<file path="config.mk">
export PLATFORM = sky130hd
export DESIGN_NAME = soc_result_mailbox
export DESIGN_NICKNAME = d
export VERILOG_FILES = /design/src/rtl/soc_result_mailbox.sv
export SDC_FILE = /design/constraint.sdc
export NUM_CORES = 1
export LEC_CHECK = 0
export BUFFER_PORTS_ARGS = -buffer_cell sky130_fd_sc_hd__buf_2
export CORE_UTILIZATION = 49
export DETAILED_ROUTE_END_ITERATION = 7
export PLACE_DENSITY = 0.83
export SETUP_SLACK_MARGIN = 0.1
export SLEW_MARGIN = 20
export SYNTH_ARGS = -nofsm -noshare
export SYNTH_HDL_FRONTEND = slang
export SYNTH_SLANG_ARGS = --single-unit
</file>
<file path="constraint.sdc">
create_clock -name clk_i -period 8.27 [get_ports clk_i]
set_clock_uncertainty 0.2 [all_clocks]
set_input_delay 2.0675 -clock clk_i [delete_from_list [all_inputs] [get_ports clk_i]]
set_output_delay 2.0675 -clock clk_i [all_outputs]
set_load 0.01 [all_outputs]
</file>
<file path="src/rtl/soc_result_mailbox.sv">
// Two-port result mailbox (FLAG/RESULT/CYCLES/DONE) behind a round-robin arbiter; `MAILBOX_TIMEOUT_EN enables the watchdog.
// Grant is combinational in the request cycle; rvalid/rdata follow one cycle later. A losing port holds req until granted.
module soc_result_mailbox #(
   parameter int unsigned TIMEOUT_CYCLES = 100
) (
   input  logic             clk_i,
   input  logic             rst_i,
   input  logic [1:0]       data_req_i,
   input  logic [1:0]       data_we_i,
   input  logic [1:0][3:0]  data_be_i,
   input  logic [1:0][31:0] data_addr_i,
   input  logic [1:0][31:0] data_wdata_i,
   output logic [1:0]       data_gnt_o,
   output logic [1:0]       data_rvalid_o,
   output logic [1:0][31:0] data_rdata_o,
   output logic [31:0]      mem_flag,
   output logic [31:0]      mem_result,
   output logic             all_done_o,
   output logic             timeout_o
);

   logic             ptr_q, ptr_d;
   logic [1:0]       gnt;
   logic             sel;
   logic             sel_we;
   logic [3:0]       sel_be;
   logic [1:0]       sel_reg;
   logic [31:0]      sel_wdata;
   logic [31:0]      rd_val;
   logic [31:0]      flag_q, flag_d;
   logic [31:0]      result_q, result_d;
   logic [31:0]      cycles_q, cycles_d;
   logic [1:0]       done_q, done_d;
   logic             all_done_q, all_done_d;
   logic             timeout_q, timeout_d;
   logic [1:0]       rvalid_q;
   logic [1:0][31:0] rdata_q, rdata_d;
   logic             unused_addr;

   function automatic logic [31:0] merge_be(input logic [31:0] old_val,
                                            input logic [31:0] new_val,
                                            input logic [3:0]  be);
      logic [31:0] res;
      res = old_val;
      for (int i = 0; i < 4; i++) begin
         if (be[i]) res[8*i +: 8] = new_val[8*i +: 8];
      end
      return res;
   endfunction

   // Grants are forced low while reset is held so nothing is acknowledged that cannot complete.
   always_comb begin
      gnt = 2'b00;
      if (!rst_i) begin
         if (data_req_i == 2'b11) gnt = ptr_q ? 2'b10 : 2'b01;
         else                     gnt = data_req_i;
      end
   end

   assign sel       = gnt[1];
   assign sel_we    = data_we_i[sel];
   assign sel_be    = data_be_i[sel];
   assign sel_reg   = data_addr_i[sel][3:2];
   assign sel_wdata = data_wdata_i[sel];

   always_comb begin
      case (sel_reg)
         2'd0:    rd_val = flag_q;
         2'd1:    rd_val = result_q;
         2'd2:    rd_val = cycles_q;
         default: rd_val = {timeout_q, 29'd0, done_q};
      endcase
   end

   always_comb begin
      ptr_d      = ptr_q;
      flag_d     = flag_q;
      result_d   = result_q;
      done_d     = done_q;
      rdata_d    = '0;
      cycles_d   = all_done_q ? cycles_q : cycles_q + 32'd1;
      all_done_d = &done_q;
`ifdef MAILBOX_TIMEOUT_EN
      timeout_d  = timeout_q | ((cycles_q == TIMEOUT_CYCLES) && !all_done_q);
`else
      timeout_d  = 1'b0;
`endif
      if (|gnt) begin
         if (data_req_i == 2'b11) ptr_d = ~sel;
         if (sel_we) begin
            case (sel_reg)
               2'd0: flag_d   = merge_be(flag_q, sel_wdata, sel_be);
               2'd1: result_d = merge_be(result_q, sel_wdata, sel_be);
               2'd3: if (sel_be[0] && sel_wdata[0]) done_d[sel] = 1'b1;
               default: ;
            endcase
         end else begin
            rdata_d[sel] = rd_val;
         end
      end
   end

   always_ff @(posedge clk_i or posedge rst_i) begin
      if (rst_i) begin
         ptr_q      <= 1'b0;
         flag_q     <= '0;
         result_q   <= '0;
         cycles_q   <= '0;
         done_q     <= '0;
         all_done_q <= 1'b0;
         timeout_q  <= 1'b0;
         rvalid_q   <= '0;
         rdata_q    <= '0;
      end else begin
         ptr_q      <= ptr_d;
         flag_q     <= flag_d;
         result_q   <= result_d;
         cycles_q   <= cycles_d;
         done_q     <= done_d;
         all_done_q <= all_done_d;
         timeout_q  <= timeout_d;
         rvalid_q   <= gnt;
         rdata_q    <= rdata_d;
      end
   end

`ifndef MAILBOX_TIMEOUT_EN
   logic unused_timeout;
   assign unused_timeout = (TIMEOUT_CYCLES == 0);
`endif
   assign unused_addr = ^{data_addr_i[0][31:4], data_addr_i[0][1:0],
                          data_addr_i[1][31:4], data_addr_i[1][1:0]};

   assign data_gnt_o    = gnt;
   assign data_rvalid_o = rvalid_q;
   assign data_rdata_o  = rdata_q;
   assign mem_flag      = flag_q;
   assign mem_result    = result_q;
   assign all_done_o    = all_done_q;
   assign timeout_o     = timeout_q;

endmodule

</file>
# [Yosys cells after proc, flatten, opt, wreduce, memory -nomap -nowiden]
# Index checks and enable logic that the tools add are counted.
[word_totals] ff_bits=166 elab_cells=58
[op_classes] eq_ne=4 mux=18 magnitude_cmp=2 bitwise_logic=3 n_reduce_logical=15 addsub=1
[ops] cell="$mux W64" n=2
[ops] cell="$mux W32" n=3
[ops] cell="$pmux W32 S3" n=1
[ops] cell="$and A64 B64 Y64" n=1
[ops] cell="$reduce_and A4 Y1" n=9
[ops] cell="$add A32 B1 Y32 const B" n=1
[ops] cell="$demux W32 S1" n=1
[ops] cell="$mux W4" n=4
[ops] cell="$eq A2 B2 Y1 const B" n=3
[ops] cell="$mux W2" n=3
[ops] cell="$reduce_and A2 Y1" n=2
[ops] cell="$mux W1" n=3
[ops] cell="$eq A2 B1 Y1 const B" n=1
[ops] cell="$logic_and A1 B1 Y1" n=2
[ops] cell="$logic_not A2 Y1" n=1
[ops] cell="$lt A1 B2 Y1 const B" n=1
[ops] cell="$or A2 B2 Y2" n=1
[ops] cell="$reduce_or A2 Y1" n=1
[ops] cell="$demux W1 S1" n=1
[ops] cell="$ge A1 B1 Y1 const B" n=1
[ops] cell="$not A1 Y1" n=1

# [Longest topological paths before layout]
# Gate-level depths: netlist of the first run.
[logic_depth] ltp_word=10 mapped_depth=9 depth_no_buf=6

# [Least setup slack after synthesis of the first run]
# Ideal clock, no wire load.
[synth_timing] path_type="input port to flip-flop" start="in rst_i" end="reg ptr_q" t_arrival_ns=6.348 required_time_ns=7.934 path_slack_ns=1.585 cell_stages=4 n_path_buf=1 setup_time_ns=0.136 path_cell_list="clkbuf_1 inv_1 nand3_1 xnor2_1"
[synth_between] elab_chain_len=3
[synth_rtl] item="start, declared" line_no="7" source="input logic rst_i,"
[synth_rtl] item="$mux W2 *" line_no="54" source="if (!rst_i) begin"
[synth_rtl] item="$reduce_or A2 Y1" line_no="88" source="if (|gnt) begin"
[synth_rtl] item="$reduce_and A2 Y1 (no line)"
[synth_rtl] item="end signal, assigned" line_no="115" source="ptr_q <= ptr_d;"
[synth_rtl] item="end, declared" line_no="22" source="logic ptr_q, ptr_d;"
# Every way passes the cells marked *; elsewhere a longest branch is shown, timed or not.
# A chain may end at the register's enable or synchronous reset.

# [Worst setup path after layout of the first run]
[layout_timing] start="in rst_i" end="out data_gnt_o[1]"
[layout_between] elab_chain_len=1
[layout_rtl] item="$mux W2" line_no="54"
[layout_rtl] item="end, declared" line_no="13" source="output logic [1:0] data_gnt_o,"
# Every way passes these cells.

==> results of run 1 <==
==> routing by layer <==
| layer | share of wire (%) | vias to the layer above | track usage (%) |
|---|---|---|---|
| li1 | - | 2719 | - |
| met1 | 42 | 2787 | 32.0 |
| met2 | 50 | 214 | 41.6 |
| met3 | 6.0 | 26 | 6.00 |
| met4 | 1.8 | 0 | 10.0 |
| met5 | 0 | - | 0 |
==> worst max-delay path by stage <==
stage | to | slack (ps)
finish | data_gnt_o[1] | 2270
global route | data_gnt_o[1] | 2150
CTS | data_gnt_o[1] | 2340
detailed placement | data_gnt_o[1] | 2330
global placement | data_gnt_o[1] | 2370
floorplan | all_done_o | 1220
==> final cells by class <==
type	instances	area share, %
clock inverter	10	1.38
clock buffer	21	5.00
multi-input combinational	463	32.3
timing repair buffer	220	12.4
sequential	166	46.1
inverter	5	0.292
tap	184	2.56
==> cells by family (layout without fill, tap and decap cells) <==
| family | count (synthesis) | in the layout | share of synthesized area, % |
|---|---|---|---|
| buffers and inverters | 37 | 256 | 2.85 |
| flip-flops | 166 | 166 | 57.4 |
| XOR/XNOR | 32 | 32 | 3.88 |
| AO/OA/AOI/OAI | 137 | 137 | 11.2 |
| multiplexers | 72 | 72 | 10.4 |
| adder cells (fa/ha/maj) | 1 | 1 | 0.173 |
| AND/OR/NAND/NOR | 220 | 220 | 13.9 |
| other | 1 | 1 | 0.0519 |
==> state kept, by name, summed over array words and instances, names as in the netlist <==
| register | cells |
|---|---|
| ptr_q | 1 |
| data_rdata_o | 64 |
| done_q | 2 |
| all_done_o | 1 |
| data_rvalid_o | 2 |
| mem_result | 32 |
| mem_flag | 32 |
| cycles_q | 32 |
==> power groups by stage <==
stage	registers, mW	clock network (mW)	logic (mW)
detailed placement	1.18	0	0.645
global placement	1.17	0	0.621
finish	1.17	0.776	0.650
global route	1.20	0.821	0.723
floorplan	1.23	0	0.311
CTS	1.17	0.782	0.651
==> per-stage QoR <==
| step | hold WS, ps | cells | total power, mW | util (%) |
|---|---|---|---|---|
| after floorplan | 244 | 666 | 1.54 | - |
| after global placement | 263 | 1037 | 1.79 | 58.0 |
| after detailed placement | 269 | 1037 | 1.82 | 58.0 |
| after CTS | 277 | 1068 | 2.60 | 61.9 |
| after global routing | 312 | 1069 | 2.74 | 62.2 |
| final | 277 | 1069 | 2.60 | 62.2 |
==> worst max-delay path: stages <==
cell,delay (ps)
buf_2,350
and2b_1,340
nand2_4,540
inv_4,210
buf_2,200
==> cells in the final DEF, fill, tap and decap left out, types with 3 or more instances in the layout <==
cell / count
a21boi_0: 3
nor2b_1: 3
a21bo_2: 3
a21oi_1: 50
nor2_1: 60
xor2_1: 7
clkbuf_16: 17
a211oi_4: 5
nand4_1: 13
nand3_1: 17
mux2i_1: 54
mux2_2: 14
clkinv_4: 4
dfrtp_1: 166
o211ai_1: 6
and3_1: 8
buf_2: 215
nor4_1: 3
mux2_1: 3
clkbuf_1: 3
and4_1: 3
buf_4: 5
o21ai_1: 11
nand2b_1: 3
inv_1: 3
nand2_1: 94
o21ai_0: 50
xnor2_1: 25
==> results.cfg, run 1 <==
[power]
combinationalPowerShare_pct = 25.0
p_int_mw = 1.74
p_switching_uw = 857
pwr-share-seq_pct = 45.1
ir_worst_vdd_mv = 0.214
swShare_pct = 33.0
power_density_nw_per_um2 = 288
leakage_nw = 4.57
pwr-share-clk_pct = 29.9

[clock_tree]
htree_levels = 4
clk_path_buf_depth = 2
cts_root_buf = clkbuf_16
clk_pin_slew_worst_paths_ps = 60
insertion_delay_ps = 430
cts-resized-gates = 0
cts_setup_buffers = 0
ctsHoldBuffers = 0
cts_tree = built
numCtsBuffers = 17
cts_sinks = 166

[finish]
drive_above_1_share_pct = 31.9
final_nets = 1016
syn_to_final_growth_pct = 24.5
fin_area_sq_um = 9000
regArea_sq_um = 4150
fillers = 1207
n_antenna_cell = 0
multi_input_area_sq_um = 2910

[floorplan]
core_area_sq_um = 14500
rows = 44
die_width_microns = 123
ios = 276
initial_core_util_pct = 49.9
die_area_sq_um = 15200
fp.dieH_microns = 123

[synth]
yosys_warnings = 0
ys.flop_type = dfrtp_1
async_flop_share_pct = 100
synth-edff-count = 0
postSynthAreaPerCell_sq_um = 10.9
synth.net_count = 809
synth_top_cells_by_area = dfrtp_1 (57%), mux2i_1 (7.5%), nand2_1 (4.9%)
synth_seq_cells = 166
synth_area_sq_um = 7230
yosysSeqAreaShare_pct = 57.4
yosysTopAreaCellShare_pct = 57.4
yosysUniqueCellTypes = 49
synth_top_cells_by_count = dfrtp_1 (166), nand2_1 (94), nor2_1 (60)
synthCells = 666
post-synth-top-count-cell = dfrtp_1
yosys.area.top_type = dfrtp_1

[timing]
rsz0062_at_grt = no
fin_setup_tns_ps = 0
maxSlewHeadroom_pct = 29.2
fin_crit_sh_pct = 72.6
fin_ws_ps = 2270
clock.fmax_mhz = 167
tightest_slew_ps = 1060
period_needed_ps = 6000
hold_viol = 0
setup_violations = 0
slew_viol_final = 0

[setup_path]
r2r_slack_ps = 4370
setup.worst_path.start_class = input port
r2r-end = mem_result[4]
cp_max_fo = 38
rr_worst_depth = 7
critPathCaptureType = output pin
cp-startpoint = rst_i
cp.arrival_ps = 3740
rr_startpoint = ptr_q
worstPathRequired_ps = 6000
path_class = input port to output pin

[detailed_routing]
drt_iter0_drc = 345
drt_wl_total_mm = 18.4
ant_nets = 0
route.vias.total = 5746
post_drt_via_cell_ratio = 5.38
dr.pass1.iters = 5
routedWlPerCell_microns = 17.2
drc = 0

[placed_design]
dp_slack_ps = 2330
dpl_cell_area_sq_um = 8390
io_buffers = 214
hpwl_mm = 12.4
gp_congestion = 0.779

[min_path]
hp-start = cycles_q[31]
hold_path_depth = 1
whs_endpoint = cycles_q[31]
hp-class = flip-flop to flip-flop

[grt]
overflow = 0
antenna_found_initial = 0
grt_first_pass_wirelength_mm = 28.7
grt_max_degree = 99
grt_pass1_vias = 5592
grt.total_usage_pct = 25.2

[flow_run]
cap_violations = 0

[status]
status = finished, final reports clean
(Power assumes the default switching activity.)
==> run 2: changes to the inputs <==
clock period = 5.9 ns   (was 8.27 ns; I/O delays follow)
==> run 2 against run 1 <==
Net effect: critical path depth stayed put; register-to-register slack got worse by 1500 ps; critical endpoint unchanged; combinational power up 39%; largest power group unchanged; critical path type unchanged; non-clock buffer count up 2; highest routed layer unchanged; global-route usage fell by 0.89 points.
==> results.cfg, run 2 (same netlist as run 1, synthesis figures left out) <==
[timing]
period_needed_ps = 4290
fin_setup_tns_ps = 0
setup_violations = 0
clock.fmax_mhz = 233
rsz0062_at_grt = no
hold_viol = 0
fin_crit_sh_pct = 72.7
maxSlewHeadroom_pct = 31.0
slew_viol_final = 0
tightest_slew_ps = 1030

[detailed_routing]
routedWlPerCell_microns = 16.6
drt_iter0_drc = 300
dr.pass1.iters = 4
post_drt_via_cell_ratio = 5.41
drt_wl_total_mm = 17.8
ant_nets = 0
route.vias.total = 5803
drc = 0

[finish]
syn_to_final_growth_pct = 24.8
final_nets = 1018
largest_reg_flops = 64
final_cell_mix = buf_2 (214), dfrtp_1 (166), nand2_1 (94)
drive_above_1_share_pct = 32.3
fillers = 1150
layout_commonest_cell = buf_2
final_core_util_pct = 62.3
n_antenna_cell = 0

[flow_run]
cap_violations = 0

[floorplan]
die_area_sq_um = 15200
fp.dieH_microns = 123
initial_core_util_pct = 49.9
die_width_microns = 123
rows = 44
core_area_sq_um = 14500
ios = 276

[clock_tree]
insertion_delay_ps = 420
clk_path_buf_depth = 2
cts_setup_buffers = 0
cts_tree = built
htree_levels = 4
cts_root_buf = clkbuf_16
numCtsBuffers = 17
clk_pin_slew_worst_paths_ps = 60
cts_sinks = 166
ctsHoldBuffers = 0
cts-resized-gates = 0

[power]
power_density_nw_per_um2 = 398
ir_worst_vdd_mv = 0.235
leakage_nw = 4.58

[setup_path]
cp_max_fo = 14
setup.worst_path.start_class = input port
worstPathRequired_ps = 4220
path_class = input port to output pin
critPathCaptureType = output pin
cp.arrival_ps = 2610

[grt]
grt_pass1_vias = 5511
overflow = 0
grt_max_degree = 167
grt.total_usage_pct = 24.3
grt_first_pass_wirelength_mm = 27.9
antenna_found_initial = 0

[placed_design]
gp_congestion = 0.766
io_buffers = 214
hpwl_mm = 12.1

[status]
status = finished, final reports clean

[min_path]
hp-class = flip-flop to flip-flop
==> run 2: cell types whose count changed in the layout (fill, tap and decap cells not counted), sizes merged <==
cell	change
inv	-1
clkinvlp	+1
bufinv	-1
clkbuf	+2
clkinv	+2
==> run 2: per-layer routing <==
metal / part of all wire (%) / routed length [microns] / up-vias / GRT usage, %
li1: - / - / 2724 / -
met1: 44 / 7760 / 2824 / 31.9
met2: 49 / 8700 / 227 / 39.1
met3: 6.1 / 1080 / 28 / 5.90
met4: 1.6 / 288 / 0 / 9.04
met5: 0 / 0 / - / 0
==> run 2: layout make-up <==
class / instances / area (sq um) / area share (%)
Sequential cell: 166 / 4150 / 46.0
Clock inverter: 11 / 100 / 1.11
Inverter: 5 / 25.0 / 0.277
Tap cell: 184 / 230 / 2.55
Multi-Input combinational cell: 463 / 2910 / 32.3
Timing Repair Buffer: 222 / 1140 / 12.6
Clock buffer: 21 / 460 / 5.10
==> run 2: worst max-delay path: stages <==
cell and delay (ps):
buf_2 230, and2b_1 460, nand2_4 90, inv_4 180
buf_2 160
==> run 2: final timing paths <==
path                              start               end  slack, ps  cells past startpoint
max                               rst_i     data_gnt_o[1]       1610                      5
max in group asynchronous         rst_i  data_rdata_o[34]       3520                      3
min reg2reg                cycles_q[31]      cycles_q[31]        270                      1
min in group asynchronous         rst_i  data_rvalid_o[0]       1230                      3
max reg2reg                       ptr_q       mem_flag[5]       2880                      6
min                        cycles_q[31]      cycles_q[31]        270                      1
==> run 2: power by group <==
part / switching, mW / internal, mW
registers: 0.239 / 1.40
clock network: 0.446 / 0.603
logic: 0.500 / 0.405
total: 1.19 / 2.41
==> run 2: per-stage QoR <==
stage	total power, mW	worst slack (ps)	hold slack (ps)	cell area [sq um]	std cells
after floorplan	2.16	610	244	7230	666
after global routing	3.80	1530	309	9020	1072
after CTS	3.61	1680	279	8970	1070
final	3.59	1610	272	9020	1072
after detailed placement	2.55	1620	267	8410	1038
after global placement	2.51	1520	261	8410	1038
==> run 3: changes to the inputs <==
ABC_AREA = 1   (was not set)
CORE_UTILIZATION = 46   (was 49)
PLACE_DENSITY = 0.8   (was 0.83)
clock period = 3.55 ns   (was 5.9 ns; I/O delays follow)
==> run 3 against run 2 <==
Net effect: flip-flop and latch count did not move; sequential power rose by 47%; wire length rose by 26%; global-route usage rose by 1.1 points; hold slack barely moved; critical path type unchanged; critical endpoint unchanged; largest power group unchanged.
==> results.cfg, run 3 <==
[setup_path]
cp.buffers_inverters = 3
path_depth = 5
worstPathRequired_ps = 2460
path_class = input port to output pin
crit_path_end = data_gnt_o[1]
r2r_slack_ps = 1100
critPathSlowestCell = inv_2
rr_startpoint = ptr_q
r2r-end = mem_result[26]
cp-startpoint = rst_i
critPathCaptureType = output pin
cp_slowest_stage_delay_ps = 260
cp_top_family = buffers and inverters
crit_chain = buf_2, nor2_8, nand2_8, inv_2, buf_2
setup.worst_path.start_class = input port
cp_max_fo = 22
cp.arrival_ps = 1840
rr_worst_depth = 10
path_common_cell = buf_2

[synth]
post-synth-top-count-cell = nand2_1
synth_seq_cells = 166
synth_top_cells_by_area = dfrtp_1 (51%), nand2_1 (18%), nand3_1 (8.6%)
synth_area_sq_um = 8200
yosysUniqueCellTypes = 35
synth-edff-count = 0
yosysTopAreaCellShare_pct = 50.6
yosys.area.top_type = dfrtp_1
yosys_warnings = 0
synth.net_count = 1193
synthCells = 1050
yosysSeqAreaShare_pct = 50.6
synth_top_cells_by_count = nand2_1 (383), dfrtp_1 (166), nand3_1 (141)
postSynthAreaPerCell_sq_um = 7.81
async_flop_share_pct = 100
ys.flop_type = dfrtp_1

[finish]
fillers = 1538
multi_input_area_sq_um = 3310
syn_to_final_growth_pct = 22.3
regArea_sq_um = 4150
final_nets = 1393
final_cell_mix = nand2_1 (383), buf_2 (214), dfrtp_1 (166)
n_antenna_cell = 0
drive_above_1_share_pct = 22.6
layout_commonest_cell = nand2_1
largest_reg_flops = 64

[timing]
fin_crit_sh_pct = 82.5
period_needed_ps = 2930
rsz0062_at_grt = no
slew_viol_final = 0
hold_viol = 0
tightest_slew_ps = 881
fin_setup_tns_ps = 0
clock.fmax_mhz = 341
whs_ps = 272
setup_violations = 0
maxSlewHeadroom_pct = 41.2

[placed_design]
io_buffers = 214
hpwl_mm = 16.1
gp_congestion = 0.923

[detailed_routing]
route.vias.total = 7557
drt_iter0_drc = 694
drt_wl_total_mm = 22.4
ant_nets = 0
drc = 0
dr.pass1.iters = 6
routedWlPerCell_microns = 15.1
post_drt_via_cell_ratio = 5.08

[min_path]
hp-class = flip-flop to flip-flop

[grt]
overflow = 0
antenna_found_initial = 0
grt_first_pass_wirelength_mm = 35.6
grt.total_usage_pct = 25.5
grt_max_degree = 167
grt_pass1_vias = 6819

[flow_run]
cap_violations = 0

[floorplan]
initial_core_util_pct = 47.3
fp.dieH_microns = 136
rows = 48
die_width_microns = 136
die_area_sq_um = 18400
ios = 276
core_area_sq_um = 17400

[clock_tree]
cts_sinks = 166
htree_levels = 4
numCtsBuffers = 17
ctsHoldBuffers = 0
clk_path_buf_depth = 2
cts-resized-gates = 0
cts_setup_buffers = 0
cts_tree = built
cts_root_buf = clkbuf_16
clk_pin_slew_worst_paths_ps = 70
insertion_delay_ps = 430

[power]
power_density_nw_per_um2 = 553
leakage_nw = 5.90
ir_worst_vdd_mv = 0.369

[status]
status = finished, final reports clean
## run 3: worst min-delay path: stages (launching register included)
cell and delay [ps]:
dfrtp_1 340, nand2_1 50, inv_1 40
## run 3: layer usage
metal | GRT usage (%) | up-vias | share of wire (%)
met1 | 34.6 | 3513 | 43
li1 | - | 3669 | -
met5 | 0 | - | 0
met4 | 10.5 | 0 | 3.1
met2 | 39.7 | 326 | 47
met3 | 5.20 | 49 | 6.7
## run 3: through the flow
step / total power [mW] / cell area (sq um) / setup slack (ps) / utilization [%] / std cells
final: 5.54 / 10000 / 620 / 57.8 / 1488
after global routing: 5.80 / 10000 / 562 / 57.8 / 1488
after CTS: 5.56 / 10000 / 619 / 57.8 / 1488
after detailed placement: 3.65 / 9420 / 525 / 54.2 / 1456
after global placement: 3.62 / 9420 / 541 / 54.2 / 1456
after floorplan: 3.08 / 8210 / 350 / - / 1050
## run 3: cell families (layout without fill, tap and decap cells)
family	count (synthesis)	count (layout)	share of synthesized area [%]
simple gates	612	612	32.6
buf+inv	177	390	9.03
flops	166	166	50.6
compound gates	73	73	5.31
xor+xnor	13	13	1.39
mux	7	7	0.854
fa+ha+maj	1	1	0.153
other cells	1	1	0.0457
## run 3: worst min path at each step
| stage | start | endpoint | cells past startpoint |
|---|---|---|---|
| floorplan | done_q[1] | all_done_o | 2 |
| finish | done_q[0] | all_done_o | 2 |
| detailed placement | done_q[0] | all_done_o | 2 |
| global route | done_q[0] | all_done_o | 2 |
| global placement | done_q[1] | all_done_o | 2 |
| CTS | done_q[0] | all_done_o | 2 |
## run 3: final cells by class
class | count | share of cell area (%)
inverter | 133 | 5.02
clock inverter | 14 | 1.73
multi-input combinational | 707 | 33.0
clock buffer | 18 | 4.38
timing repair buffer | 225 | 11.6
sequential | 166 | 41.4
tap | 225 | 2.81
## run 3: report_power, final
part | internal [mW] | leakage [nW] | switching, mW
Clock | 1.13 | 0.289 | 0.775
Combinational | 0.456 | 3.42 | 0.769
Sequential | 2.17 | 2.19 | 0.247
Total | 3.75 | 5.90 | 1.79
